File: src/rtl/ahfp_floor_divide_pow2_pipe.sv
// Two-stage IEEE-754 single-precision floor(x / 2^SHIFT) unit with valid/ready handshake.
// Stage 1 holds the decoded operand; stage 2 holds the finished result.
module ahfp_floor_divide_pow2_pipe #(
    parameter int SHIFT = 2
) (
    input  logic        clk,
    input  logic        rst_n,
    input  logic        in_valid,
    output logic        in_ready,
    input  logic [31:0] in_data,
    input  logic        in_mode,
    output logic        out_valid,
    input  logic        out_ready,
    output logic [31:0] out_data
);

    localparam logic signed [9:0] SHIFT_S = 10'(SHIFT);

    typedef enum logic [1:0] {
        CLS_NORM = 2'd0,
        CLS_ZERO = 2'd1,
        CLS_SPEC = 2'd2
    } cls_t;

    logic        vld_p1;
    logic        sgn_p1;
    logic [7:0]  exp_p1;
    logic [22:0] frac_p1;
    logic        mode_p1;
    cls_t        cls_p1;

    logic        adv_p2;
    logic [31:0] res_p1;

    // Exact scaling: a quotient that would need a denormal collapses to signed zero.
    function automatic logic [31:0] exact_div(input logic s, input logic [7:0] e,
                                              input logic [22:0] f);
        logic signed [9:0] ep;
        ep = $signed({2'b00, e}) - SHIFT_S;
        if (ep <= 10'sd0)
            return {s, 31'b0};
        return {s, ep[7:0], f};
    endfunction

    function automatic logic [31:0] floor_div(input logic s, input logic [7:0] e,
                                              input logic [22:0] f);
        logic signed [9:0] ev;
        logic signed [9:0] u;
        logic [7:0]        ep8;
        logic [23:0]       lsb;
        logic [22:0]       keep;
        logic              lost;
        logic [23:0]       fsum;
        ev   = $signed({2'b00, e});
        u    = ev - 10'sd127 - SHIFT_S;
        ep8  = e - 8'(SHIFT);
        if (u < 10'sd0)
            return s ? 32'hBF80_0000 : 32'h0000_0000;
        if (u >= 10'sd23)
            return {s, ep8, f};
        // lsb marks the units place of the quotient inside the 24-bit significand
        lsb  = 24'd1 << (5'd23 - u[4:0]);
        keep = ~(lsb[22:0] - 23'd1);
        lost = |(f & ~keep);
        // A carry out of the fraction field means the significand reached 2.0
        fsum = {1'b0, f & keep} + ((s && lost) ? lsb : 24'd0);
        return {s, ep8 + {7'b0, fsum[23]}, fsum[22:0]};
    endfunction

    assign adv_p2   = !out_valid || out_ready;
    assign in_ready = !vld_p1 || adv_p2;

    always_comb begin
        res_p1 = {sgn_p1, 31'b0};
        case (cls_p1)
            CLS_SPEC: res_p1 = {sgn_p1, exp_p1, frac_p1};
            CLS_ZERO: res_p1 = {sgn_p1, 31'b0};
            default:  res_p1 = mode_p1 ? exact_div(sgn_p1, exp_p1, frac_p1)
                                       : floor_div(sgn_p1, exp_p1, frac_p1);
        endcase
    end

    // Stage 1: decode
    always_ff @(posedge clk or negedge rst_n) begin
        if (!rst_n)
            vld_p1 <= 1'b0;
        else if (in_ready)
            vld_p1 <= in_valid;
    end

    always_ff @(posedge clk) begin
        if (in_ready && in_valid) begin
            sgn_p1  <= in_data[31];
            exp_p1  <= in_data[30:23];
            frac_p1 <= in_data[22:0];
            mode_p1 <= in_mode;
            if (in_data[30:23] == 8'hFF)
                cls_p1 <= CLS_SPEC;
            else if (in_data[30:23] == 8'h00)
                cls_p1 <= CLS_ZERO;
            else
                cls_p1 <= CLS_NORM;
        end
    end

    // Stage 2: output register
    always_ff @(posedge clk or negedge rst_n) begin
        if (!rst_n) begin
            out_valid <= 1'b0;
            out_data  <= 32'h0;
        end else if (adv_p2) begin
            out_valid <= vld_p1;
            if (vld_p1)
                out_data <= res_p1;
        end
    end

endmodule
File: config.mk
export PLATFORM = sky130hd
export DESIGN_NAME = ahfp_floor_divide_pow2_pipe
export DESIGN_NICKNAME = d
export VERILOG_FILES = /design/src/rtl/ahfp_floor_divide_pow2_pipe.sv
export SDC_FILE = /design/constraint.sdc
export NUM_CORES = 1
export LEC_CHECK = 0
export ABC_AREA = 1
export BUFFER_PORTS_ARGS = -buffer_cell sky130_fd_sc_hd__buf_2
export CAP_MARGIN = 20
export CORE_AREA = 2 2 142 144
export CTS_CLUSTER_DIAMETER = 60
export DETAILED_ROUTE_END_ITERATION = 8
export DIE_AREA = 0 0 144 146
export GPL_ROUTABILITY_DRIVEN = 0
export MAX_ROUTING_LAYER = met4
export PLACE_DENSITY_LB_ADDON = 0.25
export SYNTH_ARGS = -nofsm -noshare
export SYNTH_HDL_FRONTEND = slang
export SYNTH_SLANG_ARGS = --single-unit
export TNS_END_PERCENT = 5
File: constraint.sdc
create_clock -name clk -period 8.35 [get_ports clk]
set_clock_uncertainty 0.15 [all_clocks]
set_input_delay 1.2525 -clock clk [delete_from_list [all_inputs] [get_ports clk]]
set_output_delay 1.2525 -clock clk [all_outputs]
set_load 0.01 [all_outputs]
==> PnR_summary.wiki, run 1 <==
{| class="wikitable"
! Metric !! Value
|-
| Total die area || 0.02102 mm2
|-
| Routed vias || 6669
|-
| Highest-delay cell along the critical path || edfxtp_1
|-
| Share of synthesized registers carrying an async set or reset || 49.28%
|-
| Min-delay worst type || flop to flop
|-
| Average via count per standard cell || 5.122
|-
| Final count of hold timing violations || 0
|-
| Launching element of the worst setup path || exp_p1[1]
|-
| Pin count of the biggest net entering global routing || 65
|-
| Total power density per cell area || 190.8 mW/mm2
|-
| Rel. slew slack || 42.70%
|-
| P&R area growth vs syn || 12.50%
|-
| Count of input and output buffers || 70
|-
| Startpoint types || flop
|-
| Clock root buffer || clkbuf_16
|-
| Minimum setup slack among reg-to-reg paths || 1.53 ns
|-
| Number of ports placed on the die boundary || 71
|-
| Final design area excluding fillers || 0.007545 mm2
|-
| Cell area after synthesis || 0.006706 mm2
|-
| Deepest clock path buffer count || 2
|-
| Cell seen most often among critical-path stages || nand2_1
|-
| Placeable Area || 0.01933 mm2
|-
| Dominant cells by area after synthesis || edfxtp_1 (16%), nand2_1 (14%), dfrtp_1 (13%)
|-
| Clock transition at the registers of the reported paths || 0.06 ns
|-
| Postcts setup bufs || 0
|-
| CP Data Required Time || 8.49 ns
|-
| Type of the setup path with the least slack || flop to flop
|-
| DP HPWL || 15910 um
|-
| Skew-Pair Late Insertion Delay || 0.36 ns
|-
| Synthesis-stage register bit count || 69
|-
| Count of instances resized after the clock tree is built || 0
|-
| Final number of max-transition violations || 0
|-
| Layout cell share with drive strength beyond 1 || 16.10%
|-
| Count of synthesis-stage warnings from yosys || 0
|-
| Hold Startpoint || out_data[12]
|-
| Cell type with the largest total area after synthesis || edfxtp_1
|-
| Share of the synthesized area in the top cell type || 15.67%
|-
| Transition at the pin with the smallest max-transition slack || 0.8575 ns
|-
| Reg-to-reg critical path startpoint || exp_p1[1]
|-
| Total Neg Setup Slack || 0 ns
|-
| Initial antenna violation count || 0
|-
| Number of detailed-routing iterations run before antenna repair || 8
|-
| Width of the chip || 144 um
|-
| Nets@finish || 1105
|-
| Max-capacitance violation count || 0
|-
| Clock tree from TritonCTS || yes
|-
| Number of different library cells in the post-synthesis netlist || 48
|-
| Count of antenna diodes in the layout || 0
|-
| Number of remaining DRC errors || 0
|-
| Upper clock frequency limit || 146.6 MHz
|-
| Detailed router's first-iteration violation count || 619
|-
| Initial standard-cell utilization of the core || 34.69%
|-
| Crit path setup slack, layout || 1.528 ns
|-
| Number of enable flip-flop cells after synthesis || 35
|-
| Top flip-flop cell by instance count after synthesis || edfxtp_1
|-
| Largest fanout on the critical path || 22
|-
| Cell count after synthesis || 978
|-
| Number of H-tree levels || 3
|-
| Signal arrival time at the worst endpoint || 6.96 ns
|-
| Syn avg cell area || 6.857 um2
|-
| Total clock buffers created by CTS || 9
|-
| Lkg Pwr || 3.700 nW
|-
| Setup violators final || 0
|-
| Outcome || completed
|-
| Final worst-path cycle share || 81.70%
|-
| Number of global-route vias before repair || 6241
|-
| Unrepaired setup endpoints after global routing || false
|-
| Synthesized Nets || 1051
|-
| Sort of element at the end of the critical path || flop
|-
| Worst hold slack || 0.3205 ns
|-
| Part of the Yosys area used for sequential elements || 28.36%
|-
| Total congestion overflow after global routing || 0
|-
| Post-detailed-route wirelength per cell || 15.94 um
|-
| Placed cell areas || 0.007252 mm2
|-
| Hold-fix buffers at CTS || 0
|-
| Total global routing track utilization || 21.00%
|-
| Shortest clock period the worst path allows after layout || 6.822 ns
|-
| Total number of clock tree sinks || 69
|-
| Rows || 51
|-
| Height of the die || 146 um
|-
| Highest cell delay on the worst timing path || 0.47 ns
|-
| Highest ir drop seen on vdd || 134.5 uV
|-
| Worst setup slack before clock tree synthesis || 1.629 ns
|-
| First-pass GRT wire length || 33570 um
|-
| DRT Wirelength || 20750 um
|-
| Residual antenna-violating net count after detailed routing || 0
|}
==> path summary, 6_finish.rpt <==
kind,end,cells past startpoint
max,out_data[29],38
min,out_data[12],2
max reg2reg,out_data[29],38
min reg2reg,out_data[12],2
max in group asynchronous,out_data[25],1
min in group asynchronous,out_data[20],1
==> cell usage in the layout, fill, tap and decap left out, drive strengths merged <==
master	n
a21boi	2
a21o	5
a21oi	94
a221oi	1
a31oi	3
and2	1
buf	77
bufinv	1
clkbuf	11
clkinv	4
clkinvlp	1
dfrtp	34
edfxtp	35
fa	1
ha	35
inv	104
nand2	264
nand3	67
nand3b	4
nand4	13
nor2	108
nor3	30
nor4	3
o211ai	16
o21a	2
o21ai	84
o21bai	3
o22ai	3
o2bb2ai	1
o31ai	1
or2	4
xnor2	7
xor2	18
==> cell usage after synthesis, types with 16 or more instances <==
cell type	instances
o21ai_0	75
edfxtp_1	35
nand3_1	61
nand2_1	245
clkbuf_1	21
xor2_1	18
a21oi_1	94
nor3_2	21
nor2_1	94
dfrtp_1	34
inv_1	97
o211ai_1	16
ha_1	35
==> state kept, by name, indices dropped and copies added (netlist names) <==
name       flops
out_data      32
frac_p1       23
exp_p1         8
cls_p1         2
mode_p1        1
out_valid      1
sgn_p1         1
vld_p1         1
==> report_power, final <==
group	leakage (nW)	internal, mW	switching, mW
Clock	0.140	0.233	0.163
Combinational	2.79	0.192	0.382
Sequential	0.766	0.425	0.0451
==> per-layer routing <==
metal	vias up	GRT usage [%]	routed length [um]
li1	3383	-	-
met1	3066	29.21	9857
met2	198	32.05	9466
met3	22	3.093	1101
met4	0	5.245	328
met5	-	-	0
==> per-stage QoR <==
stage	std cells	power (mW)	util (%)
floorplan	978	0.8675	-
global placement	1286	1.046	37.51
detailed placement	1286	1.045	37.51
CTS	1302	1.446	39.02
global route	1302	1.538	39.02
finish	1302	1.440	39.02
==> worst max-delay path, delay by kind of cell, from the launching register on <==
kind / cells / cell delay [ns]
and+or+nand+nor: 26 / 3.18
adders and majority gates: 5 / 1.67
buffers and inverters: 4 / 0.64
AOI/OAI and AO/OA: 3 / 0.62
DFF: 1 / 0.47
==> area by class of cell <==
class / instances / area, um2
Inverter: 105 / 399.1
Clock buffer: 11 / 232.7
Timing Repair Buffer: 77 / 402.9
Multi-Input combinational cell: 770 / 4217
Fill cell: 2058 / 11790
Clock inverter: 5 / 60.06
Tap cell: 265 / 331.6
Sequential cell: 69 / 1902
==> cell families after synthesis <==
kind of cell,Yosys count,share of synthesized area (%)
flops,69,28.36
xor+xnor,25,3.265
fa+ha+maj,36,6.828
compound gates,215,17.57
simple gates,494,35.17
buf+inv,139,8.806
(Power assumes the default switching activity.)
==> run 2: changes to the inputs <==
==> constraint.sdc (replaced) <==
create_clock -name clk -period 5.56 [get_ports clk]
set_clock_uncertainty 0.15 [all_clocks]
set_input_delay 0.834 -clock clk [delete_from_list [all_inputs] [get_ports clk]]
set_output_delay 0.834 -clock clk [all_outputs]
set_load 0.01 [all_outputs]
==> PnR_summary.wiki, run 2 (synthesis gave the netlist of run 1 again) <==
{| class="wikitable"
! Metric !! Value
|-
| Detailed router's first-iteration violation count || 522
|-
| Number of ports placed on the die boundary || 71
|-
| Register containing the most flip-flops in the final layout || out_data
|-
| Clock root buffer || clkbuf_16
|-
| Largest registers || out_data: 32 flops, frac_p1: 23 flops, exp_p1: 8 flops
|-
| Final worst-path cycle share || 101.4%
|-
| Commonest non-fill, non-tap cells in the layout || nand2_1 (225), buf_4 (186), inv_1 (94)
|-
| Instance count after placement with tap cells included || 1451
|-
| Residual antenna-violating net count after detailed routing || 0
|-
| Outcome || complete, but fails checks
|-
| DRT Wirelength || 23940 um
|-
| Type of the setup path with the least slack || flop to flop
|-
| Placed cell areas || 0.008531 mm2
|-
| Area used by sequential logic in the layout || 0.001902 mm2
|-
| Initial antenna violation count || 0
|-
| Min-delay worst type || flop to flop
|-
| Violated checks || negative setup slack
|-
| Highest ir drop seen on vdd || 190.2 uV
|-
| Power consumption || 2.483 mW
|-
| Max-capacitance violation count || 0
|-
| Crit path setup slack, layout || -0.07942 ns
|-
| Total clock buffers created by CTS || 9
|-
| Post-route non-filler standard cell count || 1492
|-
| Layout cell share with drive strength beyond 1 || 35.04%
|-
| Upper clock frequency limit || 177.3 MHz
|-
| Cell seen most often among critical-path stages || nand2_1
|-
| Largest fanout on the critical path || 5
|-
| Width of the chip || 144 um
|-
| Clock transition at the registers of the reported paths || 0.07 ns
|-
| Setup violators final || 3
|-
| Multi-input gate area || 0.004623 mm2
|-
| Number of global-route vias before repair || 7102
|-
| DP HPWL || 17780 um
|-
| Fill cell count || 1948
|-
| Highest cell delay on the worst timing path || 0.43 ns
|-
| Total number of clock tree sinks || 69
|-
| Lkg Pwr || 4.723 nW
|-
| Hold-fix buffers at CTS || 0
|-
| Startpoint types || flop
|-
| Clock tree from TritonCTS || yes
|-
| Placeable Area || 0.01933 mm2
|-
| Number of remaining DRC errors || 0
|-
| Number of flip-flops in the largest register || 32
|-
| Rows || 51
|-
| Number of detailed-routing iterations run before antenna repair || 5
|-
| First-pass GRT wire length || 36890 um
|-
| Post-detailed-route wirelength per cell || 16.05 um
|-
| Skew-Pair Late Insertion Delay || 0.36 ns
|-
| Final number of max-transition violations || 0
|-
| Number of H-tree levels || 3
|-
| Highest-delay cell along the critical path || edfxtp_1
|-
| Deepest clock path buffer count || 2
|-
| Total power density per cell area || 263.1 mW/mm2
|-
| Signal arrival time at the worst endpoint || 5.74 ns
|-
| Rel. slew slack || 32.16%
|-
| Total die area || 0.02102 mm2
|-
| Count of input and output buffers || 70
|-
| Commonest non-fill, non-tap cell in the layout || nand2_1
|-
| Total global routing track utilization || 23.36%
|-
| Count of antenna diodes in the layout || 0
|-
| Nets@finish || 1295
|-
| Average via count per standard cell || 5.073
|-
| Final count of hold timing violations || 0
|-
| Shortest clock period the worst path allows after layout || 5.639 ns
|-
| Pin count of the biggest net entering global routing || 65
|-
| Final design area excluding fillers || 0.009438 mm2
|-
| Total congestion overflow after global routing || 0
|-
| Initial standard-cell utilization of the core || 34.69%
|-
| Sort of element at the end of the critical path || flop
|-
| Transition at the pin with the smallest max-transition slack || 1.016 ns
|-
| P&R area growth vs syn || 40.73%
|-
| Height of the die || 146 um
|-
| Unrepaired setup endpoints after global routing || true
|-
| Routed vias || 7569
|-
| CP Data Required Time || 5.66 ns
|}
==> run 2: cell types whose count changed in the layout (fill, tap and decap cells not counted), moves of 7 or more <==
cell     before  now
a21oi_1      94   85
a21oi_2       0    9
buf_4         7  186
ha_1         35   28
nand2_1     244  225
nand2_2      14   28
nand3_1      61   50
nand3_2       3   12
nor2_1       94   85
o21ai_0      75   53
o21ai_1       5   21
==> run 2: critical path, delay by kind of cell (launching register included) <==
family	cells	cell delay, ns
flops	1	0.43
compound gates	6	0.80
simple gates	23	2.11
xor+xnor	2	0.32
fa+ha+maj	3	0.76
buf+inv	8	0.96
==> run 2: area by class of cell <==
class	count	area share, %
multi-input cells	773	48.99
clock buffers	12	2.956
inverters	105	4.269
well taps	265	3.513
flip-flops and latches	69	20.15
repair buffers	263	19.70
repair inverters	1	0.06629
clock inverters	4	0.3579
==> run 2: timing repair <==
action / in CTS / in global routing
setup buffers: 9 / 11
gates cloned: 2 / 2
gates resized for setup: 60 / 53
pin swaps: 34 / 38
endpoints found under the setup margin: 13 / 24
==> run 2: metrics by stage <==
| stage | hold WS, ns | util (%) | setup TNS [ns] | setup WS, ns |
|---|---|---|---|---|
| 2_1_floorplan | 0.3655 | - | 0 | 0.009929 |
| 3_3_place_gp | 0.3092 | 44.12 | -2.059 | -0.3575 |
| 3_5_place_dp | 0.3101 | 44.12 | -2.131 | -0.3277 |
| 4_1_cts | 0.3273 | 47.25 | -0.008699 | -0.004992 |
| 5_1_grt | 0.3450 | 48.81 | -3.844 | -0.4183 |
| 6_report | 0.3201 | 48.81 | -0.1628 | -0.07942 |
==> run 2: worst paths after layout <==
path / slack [ns] / depth (start not counted) / end / start
worst min register to register: 0.32 / 2 / out_data[13] / out_data[13]
min in group asynchronous: 0.41 / 1 / out_data[21] / rst_n
worst max-delay path: -0.08 / 42 / out_data[28] / exp_p1[0]
worst min-delay path: 0.32 / 2 / out_data[13] / out_data[13]
worst max register to register: -0.08 / 42 / out_data[28] / exp_p1[0]
max in group asynchronous: 4.30 / 1 / out_data[1] / rst_n
==> run 2: per-layer routing <==
layer	GRT usage [%]	vias to the layer above	wire length, um
met5	-	-	0
met4	7.010	0	582
met3	3.389	47	1476
met2	38.50	248	11540
met1	29.59	3503	10340
li1	-	3771	-
==> run 2: power breakdown <==
part	switching (mW)	leakage, nW	total, mW	internal [mW]
clock	0.254	0.150	0.615	0.361
sequential	0.0671	0.766	0.705	0.638
combinational	0.674	3.81	1.16	0.488
total	0.996	4.72	2.48	1.49
